### config.mk
export PLATFORM = sky130hd
export DESIGN_NAME = ff_load_rr_scheduler
export DESIGN_NICKNAME = d
export VERILOG_FILES = /design/src/rtl/ff_load_rr_scheduler.sv
export SDC_FILE = /design/constraint.sdc
export NUM_CORES = 1
export LEC_CHECK = 0
export ABC_AREA = 1
export CAP_MARGIN = 20
export CELL_PAD_IN_SITES_DETAIL_PLACEMENT = 1
export CELL_PAD_IN_SITES_GLOBAL_PLACEMENT = 1
export CORE_UTILIZATION = 25
export CTS_BUF_LIST = sky130_fd_sc_hd__clkbuf_8 sky130_fd_sc_hd__clkbuf_16
export DETAILED_ROUTE_END_ITERATION = 10
export DONT_BUFFER_PORTS = 1
export PLACE_DENSITY = 0.63
export REMOVE_ABC_BUFFERS = 1
export SLEW_MARGIN = 20
export SYNTH_ARGS = -nofsm -noshare
export SYNTH_HDL_FRONTEND = slang
export SYNTH_SLANG_ARGS = --single-unit
### constraint.sdc
create_clock -name clk -period 2.5 [get_ports clk]
set_input_delay 0.75 -clock clk [delete_from_list [all_inputs] [get_ports clk]]
set_output_delay 0.75 -clock clk [all_outputs]
set_load 0.005 [all_outputs]
### src/rtl/ff_load_rr_scheduler.sv
// ff_load_rr_scheduler: round-robin owner of a shared load-enabled register; optional LOAD_LOCK_EN adds lock_in to hold a grant for back-to-back loads
module ff_load_rr_scheduler #(
  parameter int N_REQ = 4,
  parameter int WIDTH = 8,
  parameter int COOLDOWN = 2,
  parameter logic [WIDTH-1:0] RESET_VAL = '0
) (
  input  logic                     clk,
  input  logic                     reset_in,
  input  logic [N_REQ-1:0]         req_in,
  input  logic [N_REQ*WIDTH-1:0]   data_in,
`ifdef LOAD_LOCK_EN
  input  logic [N_REQ-1:0]         lock_in,
`endif
  output logic [N_REQ-1:0]         gnt_out,
  output logic [N_REQ-1:0]         ack_out,
  output logic                     en_out,
  output logic [WIDTH-1:0]         d_out,
  output logic [WIDTH-1:0]         q_out
);
  localparam int PW = $clog2(N_REQ);
  localparam int CW = COOLDOWN > 1 ? $clog2(COOLDOWN) : 1;
  localparam logic [N_REQ-1:0] ONE = 1;
  typedef enum logic [1:0] {IDLE, GRANT, COOL} state_t;
  state_t           r_state;
  logic [PW-1:0]    r_ptr, r_win, w_sel;
  logic [CW-1:0]    r_cnt;
  logic [N_REQ-1:0] r_gnt;
  logic [WIDTH-1:0] r_q, w_d;
  logic             w_load, w_lock;
  assign w_load  = (r_state == GRANT) && req_in[r_win] && !reset_in;
  assign w_d     = w_load ? data_in[r_win*WIDTH +: WIDTH] : '0;
`ifdef LOAD_LOCK_EN
  assign w_lock  = lock_in[r_win];
`else
  assign w_lock  = 1'b0;
`endif
  assign en_out  = w_load;
  assign d_out   = w_d;
  assign ack_out = w_load ? ONE << r_win : '0;
  assign gnt_out = r_gnt;
  assign q_out   = r_q;
  // first requester at or after the pointer, wrapping; the lowest offset wins
  always_comb begin
    w_sel = r_ptr;
    for (int k = N_REQ - 1; k >= 0; k--)
      if (req_in[PW'((int'(r_ptr) + k) % N_REQ)]) w_sel = PW'((int'(r_ptr) + k) % N_REQ);
  end
  // scheduler FSM plus the shared register it feeds
  always_ff @(posedge clk) begin
    if (reset_in) begin
      r_state <= IDLE;
      r_ptr   <= '0;
      r_win   <= '0;
      r_cnt   <= '0;
      r_gnt   <= '0;
      r_q     <= RESET_VAL;
    end else begin
      case (r_state)
        IDLE: begin
          r_win   <= w_sel;
          r_gnt   <= |req_in ? ONE << w_sel : '0;
          r_state <= |req_in ? GRANT : IDLE;
        end
        GRANT: begin
          if (w_load) r_q <= w_d;
          if (!(w_load && w_lock)) begin
            r_gnt   <= '0;
            r_state <= IDLE;
            if (w_load) begin
              r_ptr <= r_win == PW'(N_REQ - 1) ? '0 : r_win + 1'b1;
              if (COOLDOWN > 0) begin
                r_state <= COOL;
                r_cnt   <= CW'(COOLDOWN - 1);
              end
            end
          end
        end
        COOL: begin
          r_cnt   <= r_cnt - 1'b1;
          r_state <= r_cnt == '0 ? IDLE : COOL;
        end
        default: r_state <= IDLE;
      endcase
    end
  end
endmodule
; ---- Word-level counts from Yosys, hierarchy flattened
; Cells that the tools add are included.
[totals]
in_bits = 38
register_bits = 19
mem_bits_rw = 0
output_inout_bits = 25
word_cells = 61
latchBits = 0
rom_bits = 0
n_memories = 0
[classes]
shift = 3
addsub = 5
mul = 0
n_bitwise = 0
order_cmp = 5
n_div = 0
eq_ne = 4
muxes = 29
n_reduce_logical = 9
[ops]
columns = operator, count
row1 = indexed part select 32 x 6 -> 8 bit, 1
row2 = less-than comparator 2 x 4 -> 1 bit (second input constant), 4
row3 = two-way mux 2 bit, 7
row4 = two-way mux 1 bit, 11
row5 = binary-select mux 1 bit (select 2 bit), 5
row6 = two-way mux 4 bit, 2
row7 = two-way mux 8 bit, 1
row8 = one-hot mux 4 bit (2 select lines), 1
row9 = << shifter 1 x 2 -> 4 bit (first input constant), 2
row10 = one-hot mux 2 bit (3 select lines), 1
row11 = adder 2 x 1 -> 2 bit (second input constant), 2
row12 = adder 2 bit (second input constant), 2
row13 = == test 2 bit (second input constant), 2
row14 = AND reduction 2 bit, 2
row15 = nonzero test 2 bit, 2
row16 = OR reduction 4 bit, 1
row17 = less-than comparator 2 x 3 -> 1 bit (second input constant), 1
row18 = == test 2 x 1 -> 1 bit (second input constant), 1
row19 = logical AND 1 bit, 2
row20 = zero test 2 bit, 1
row21 = inequality test 2 bit (second input constant), 1
row22 = one-hot mux 1 bit (2 select lines), 1
row23 = zero test 1 bit, 1
row24 = subtractor 1 bit (second input constant), 1

; ---- Longest topological paths before layout
; Gate-level depths: netlist of the first run.
[logic_depth]
word_depth = 11
mapped_depth = 12

; ---- Worst setup path before layout of the first run
; OpenSTA, ideal clock, no wires.
[synth_timing]
path_type = input -> output
startpoint = in reset_in
endpoint = out ack_out[0]
path_slack_ns = 0.206
n_path_buf = 2
t_arrival_ns = 1.544
stages = 5
path_cell_list = buf_2 > nor3_2 > nand3_2 > buf_4 > nor2_1
[synth_via]
elab_chain_len = 3
[synth_lines]
columns = item, line_no
row1 = start: declaration, 9  ; input logic reset_in,
row2 = zero test 1 bit, 31  ; assign w_load = (r_state == GRANT) && req_in[r_win] && !reset_in;
row3 = logical AND 1 bit, 31
row4 = two-way mux 4 bit, 40  ; assign ack_out = w_load ? ONE << r_win : '0;
row5 = end: declaration, 16  ; output logic [N_REQ-1:0] ack_out,
; No other way between the ends.

; ---- Final worst setup path of the first run
[layout_timing]
startpoint = in req_in[0]
endpoint = out d_out[1]
[layout_via]
elab_chain_len = 5
[layout_lines]
columns = item, line_no
row1 = start: declaration, 10  ; input logic [N_REQ-1:0] req_in,
row2 = binary-select mux 1 bit (select 2 bit), 31
row3 = two-way mux 1 bit (not written as such), 31
row4 = logical AND 1 bit (2 in series), 31
row5 = two-way mux 8 bit, 32  ; assign w_d = w_load ? data_in[r_win*WIDTH +: WIDTH] : '0;
row6 = end: declaration, 18  ; output logic [WIDTH-1:0] d_out,
; No other way between the ends. The select of a mux whose other input is x is not followed.

==> results of run 1 <==
[worst max path at each step]
stage	startpoint	endpoint	slack, ns
after floorplan	req_in[0]	d_out[0]	0.19
after global placement	req_in[0]	d_out[4]	0.26
after detailed placement	req_in[0]	d_out[5]	0.25
after CTS	r_win[0]	d_out[5]	0.03
after global routing	r_win[1]	d_out[6]	0.04
final	req_in[0]	d_out[1]	0.25
[power by group through the flow]
stage	Combinational, mW	Sequential, mW	Clock [mW]
after detailed placement	0.261	0.367	0
after global placement	0.257	0.367	0
after CTS	0.262	0.360	0.235
final	0.264	0.360	0.229
after floorplan	0.182	0.364	0
after global routing	0.303	0.367	0.243
[cells by family (layout without fill, tap and decap cells)]
kind of cell / Yosys count / after routing / synth area share [%]
fa+ha+maj: 4 / 4 / 3.880
simple gates: 96 / 96 / 31.91
compound gates: 52 / 52 / 21.34
buf+inv: 40 / 41 / 13.38
flops: 19 / 19 / 29.49
[cell type report]
cell class / count / area (um^2) / share of cell area [%]
Clock buffer: 3 / 41.29 / 2.907
Clock inverter: 1 / 7.507 / 0.5286
Sequential cell: 19 / 381.6 / 26.87
Multi-Input combinational cell: 152 / 737.0 / 51.89
Tap cell: 67 / 83.83 / 5.903
Timing Repair Buffer: 7 / 52.55 / 3.700
Inverter: 30 / 116.4 / 8.194
[critical path, stage by stage]
cell,delay (ns)
inv_1,0.03
o21ai_0,0.18
nand3_2,0.17
inv_2,0.18
nand2_1,0.10
inv_1,0.08
[layer usage]
layer	part of all wire, %	track usage, %	up-vias
met5	0	0	-
met4	0.18	1.709	0
met3	8.3	6.173	2
met2	49	26.71	51
met1	43	15.03	596
li1	-	-	687
[cells in the final DEF (no fill, tap or decap), drive strengths merged]
master | Yosys | final
nand2 | 56 | 56
nor4 | 1 | 1
a21oi | 20 | 20
nor3 | 2 | 2
nand3b | 1 | 1
o22ai | 8 | 8
nand4 | 4 | 4
dfxtp | 19 | 19
o211ai | 1 | 1
nor2 | 22 | 22
buf | 9 | 7
ha | 4 | 4
clkbuf | 1 | 3
nand3 | 10 | 10
clkinvlp | 0 | 2
inv | 30 | 29
o21ai | 22 | 22
a211oi | 1 | 1
[sequential cells by signal, summed over array words and instances (netlist names)]
signal   count
r_win        2
r_state      2
r_cnt        1
gnt_out      4
q_out        8
r_ptr        2
[repair_timing]
action                     in CTS  in global routing
buffers inserted                0                  2
setup endpoints to repair       0                  8
gates resized for setup         0                  2
hold buffers                    0                  0
==> impl_metrics.ini, run 1 <==
[logic_synthesis]
synthDistinctLibCells = 24
synth.avg_cell_area_um2 = 6.114
async_flop_share_pct = 0
synth_top_cell_by_area = dfxtp_1
synth_edf_count = 0
syn_area_um2 = 1290
yosys-top-cells-area = dfxtp_1 29%, nand2_1 16%, inv_1 8.1%
ys_ff_latch = 19
synth_seq_area_share_pct = 29.49
synth_flop_cell = dfxtp_1
synth_commonest_cells = 54 x nand2_1, 28 x inv_1, 22 x nor2_1, 20 x a21oi_1, 20 x o21ai_0
synthCells = 211
yosys_warnings = 0
synth_top_area_share_pct = 29.49
synth.most_common_cell = nand2_1

[floorplan]
row_count = 25
die_h_um = 73.83
initial_utilization_pct = 26.61
core_area_um2 = 4848
pin_count = 63
die_w_um = 73.83
dieArea_um2 = 5451

[power]
pwr-share-comb_pct = 30.9
p_total_mw = 0.8537
power_frac_seq_pct = 42.2
swShare_pct = 36.92
p_leak_nw = 0.6697
p_per_area_nw_per_um2 = 601.2
power.switching_mw = 0.3152
p_clk_share_pct = 26.8
ir_drop_uv = 189.2
internal-power_mw = 0.5385

[critical_path]
startpoint_type = input pin
r2r_setup_slack_ns = 0.80
reg2reg_depth = 9
crit_required_ns = 1.75
reg2reg_from = r_ptr[0]
reg2reg_to = gnt_out[3]
cp.arrival_ns = 1.50
cp_max_fo = 9
end_kind = output pin
critPathKind = in -> out

[drt]
drc = 0
totalWireLength_mm = 3.822
dr.pass1.iters = 4
ant_nets = 0
via_per_inst = 4.789
vias = 1336
drt_iter0_drc = 42
post_drt_wl_per_cell_um = 13.70

[layout]
layout.nets = 255
final_util_pct = 29.29
drive_gt1_share_pct = 9.434
antenna_cells = 0
stdcell_count = 279
areaGrowthSynthToFinish_pct = 10.09
final_cell_area_um2 = 1420
n_fill_cell = 642

[global_routing]
overflow = 0
antenna_found_initial = 0
grtUsageTotal_pct = 14.25
grt_max_degree = 20
grt_pass1_vias = 1263
grt_pass1_wl_mm = 5.892

[clocking]
clk_latency_ns = 0.26
cts.sinks = 19
cts.clk_slew.worst_paths_ns = 0.08
cts_inserted_buffers = 3
clock_path_buffers = 2
cts_max_level = 1
cts_root_buffer = clkbuf_8
cts_tree = yes

[worst_hold_path]
hold_path_class = reg -> reg
hold_depth = 2
hp-start = gnt_out[3]
holdPathEnd = gnt_out[3]

[sta]
whs_ns = 0.4728
finalClockSkew_ns = 0.007571
tns_ns = 0
tightest_slew_ns = 0.4287
clock.fmax_mhz = 445.3
finalHoldViolations = 0
period_needed_ns = 2.245
finalCritPeriodShare_pct = 89.82
finalSetupViolations = 0
fin_ws_ns = 0.2545
slew_headroom_pct = 71.16
finalMaxSlewViolations = 0
rsz0062_at_grt = false

[place]
dp_cells = 273
io_buffers = 0
postPlaceCellArea_um2 = 1351
place.gp.congestion = 0.7396
pre_cts_slack_ns = 0.2483
post-dp-hpwl_mm = 2.996

[flow_run]
maxCapViolCount = 0

[run_status]
status = completed
Note: power is estimated with default switching activity, not from simulation.
==> run 2, diff against run 1 <==
Settings changed: ABC_CLOCK_PERIOD_IN_PS set to 2500, CORE_UTILIZATION 25 to 40, CTS_CLUSTER_DIAMETER set to 120, PLACE_DENSITY 0.63 to 0.88.
==> impl_metrics.ini, run 2 (same netlist as run 1, synthesis figures left out) <==
[flow_run]
maxCapViolCount = 0

[clocking]
cts_inserted_buffers = 3
cts_root_buffer = clkbuf_8
cts.clk_slew.worst_paths_ns = 0.07
clock_path_buffers = 2
cts_max_level = 1
cts_tree = yes
clk_latency_ns = 0.26
cts.sinks = 19

[sta]
finalCritPeriodShare_pct = 93.62
fin_ws_ns = 0.1596
finalHoldViolations = 0
tns_ns = 0
clock.fmax_mhz = 427.3
finalMaxSlewViolations = 0
rsz0062_at_grt = false
slew_headroom_pct = 68.92
finalSetupViolations = 0
period_needed_ns = 2.340
finalClockSkew_ns = 0.003588
tightest_slew_ns = 0.4620

[global_routing]
antenna_found_initial = 0
grt_pass1_wl_mm = 5.920
grt_max_degree = 19
grt_pass1_vias = 1358
overflow = 0
grtUsageTotal_pct = 22.51

[floorplan]
dieArea_um2 = 3456
die_h_um = 58.79
initial_utilization_pct = 42.25
row_count = 20
die_w_um = 58.79
pin_count = 63
core_area_um2 = 3053

[critical_path]
reg2reg_depth = 8
r2r_setup_slack_ns = 0.81
cp.arrival_ns = 1.59
startpoint_type = register
critPathKind = reg -> out
cp_max_fo = 12
path_cells = clkinvlp_4 > buf_4 > o21ai_0 > o22ai_1 > nand2_1 > inv_1
end_kind = output pin
reg2reg_to = r_win[1]
reg2reg_from = r_ptr[0]
crit_required_ns = 1.75
slowest_stage = dfxtp_2
critPathMaxStageDelay_ns = 0.48

[worst_hold_path]
hold_path_class = reg -> reg
hold_depth = 2
hp-start = gnt_out[1]
holdPathEnd = gnt_out[1]

[drt]
drt_iter0_drc = 24
totalWireLength_mm = 3.662
post_drt_wl_per_cell_um = 14.30
drc = 0
ant_nets = 0
via_per_inst = 5.313
vias = 1360
dr.pass1.iters = 4

[run_status]
status = completed

[place]
pre_cts_slack_ns = 0.2377
io_buffers = 0
post-dp-hpwl_mm = 2.899
place.gp.congestion = 0.7888

[power]
internal-power_mw = 0.5366
power.switching_mw = 0.3009
swShare_pct = 35.93
p_leak_nw = 0.6749
p_clk_share_pct = 24.6
p_per_area_nw_per_um2 = 603.6
power_frac_seq_pct = 42.8
ir_drop_uv = 296.1
p_total_mw = 0.8375
pwr-share-comb_pct = 32.5

[layout]
final_common_cell = nand2_1
areaGrowthSynthToFinish_pct = 7.565
largest_reg_flops = 8
antenna_cells = 0
layout.nets = 255
drive_gt1_share_pct = 8.962
final_cell_mix = 54 x nand2_1, 28 x inv_1, 22 x nor2_1
## run 2: cell types whose count changed in the layout (fill, tap and decap cells not counted)
| cell | previous run | this run |
|---|---|---|
| clkinvlp_4 | 2 | 1 |
| inv_1 | 27 | 28 |
## run 2: worst max path at each step
| stage | endpoint | cells after the start | slack [ns] | startpoint |
|---|---|---|---|---|
| 2_1_floorplan | d_out[0] | 6 | 0.19 | req_in[0] |
| 3_3_place_gp | d_out[2] | 6 | 0.28 | req_in[0] |
| 3_5_place_dp | d_out[6] | 6 | 0.24 | req_in[0] |
| 4_1_cts | d_out[1] | 6 | 0.03 | r_win[0] |
| 5_1_grt | d_out[3] | 7 | 0.06 | r_win[1] |
| 6_report | d_out[1] | 6 | 0.16 | r_win[0] |
## run 2: area by class of cell
class	count	area, um^2
clock buffers	3	41.29
clock inverters	1	3.754
fillers	451	1665
inverters	30	116.4
multi-input cells	152	737.0
flip-flops and latches	19	381.6
well taps	44	55.05
repair buffers	7	52.55
## run 2: stage by stage
step	std cells	util (%)	hold WS [ns]	instance area, um^2
6_report	256	45.45	0.4718	1388
5_1_grt	256	45.45	0.4872	1388
4_1_cts	256	45.41	0.4774	1386
3_5_place_dp	249	43.07	0.4681	1315
3_3_place_gp	249	43.07	0.4625	1315
2_1_floorplan	201	-	0.4467	1230
## run 2: critical path, delay by kind of cell, from the launching register on
| kind | cells | cell delay, ns |
|---|---|---|
| buffers and inverters | 3 | 0.38 |
| and+or+nand+nor | 1 | 0.10 |
| AOI/OAI and AO/OA | 2 | 0.38 |
| DFF | 1 | 0.48 |
## run 2: metal layers
layer	routed length [um]	track usage, %	vias to the layer above	part of all wire [%]
met2	1864	41.56	50	51
li1	-	-	685	-
met1	1474	24.73	617	40
met3	243	5.934	8	6.6
met4	80	7.483	0	2.2
met5	0	0	-	0
## run 2: timing repair
action / 4_1_cts / 5_1_grt
hold buffers: 0 / 0
gates resized for setup: 1 / 1
setup buffers: 3 / 0
endpoints found under the hold margin: 0 / 0
setup endpoints to repair: 3 / 8
## run 2: power groups by stage
stage	combinational (mW)	sequential (mW)	clock (mW)
2_1_floorplan	0.182	0.364	0
3_3_place_gp	0.253	0.362	0
3_5_place_dp	0.261	0.364	0
4_1_cts	0.272	0.358	0.214
5_1_grt	0.310	0.363	0.226
6_report	0.273	0.358	0.206
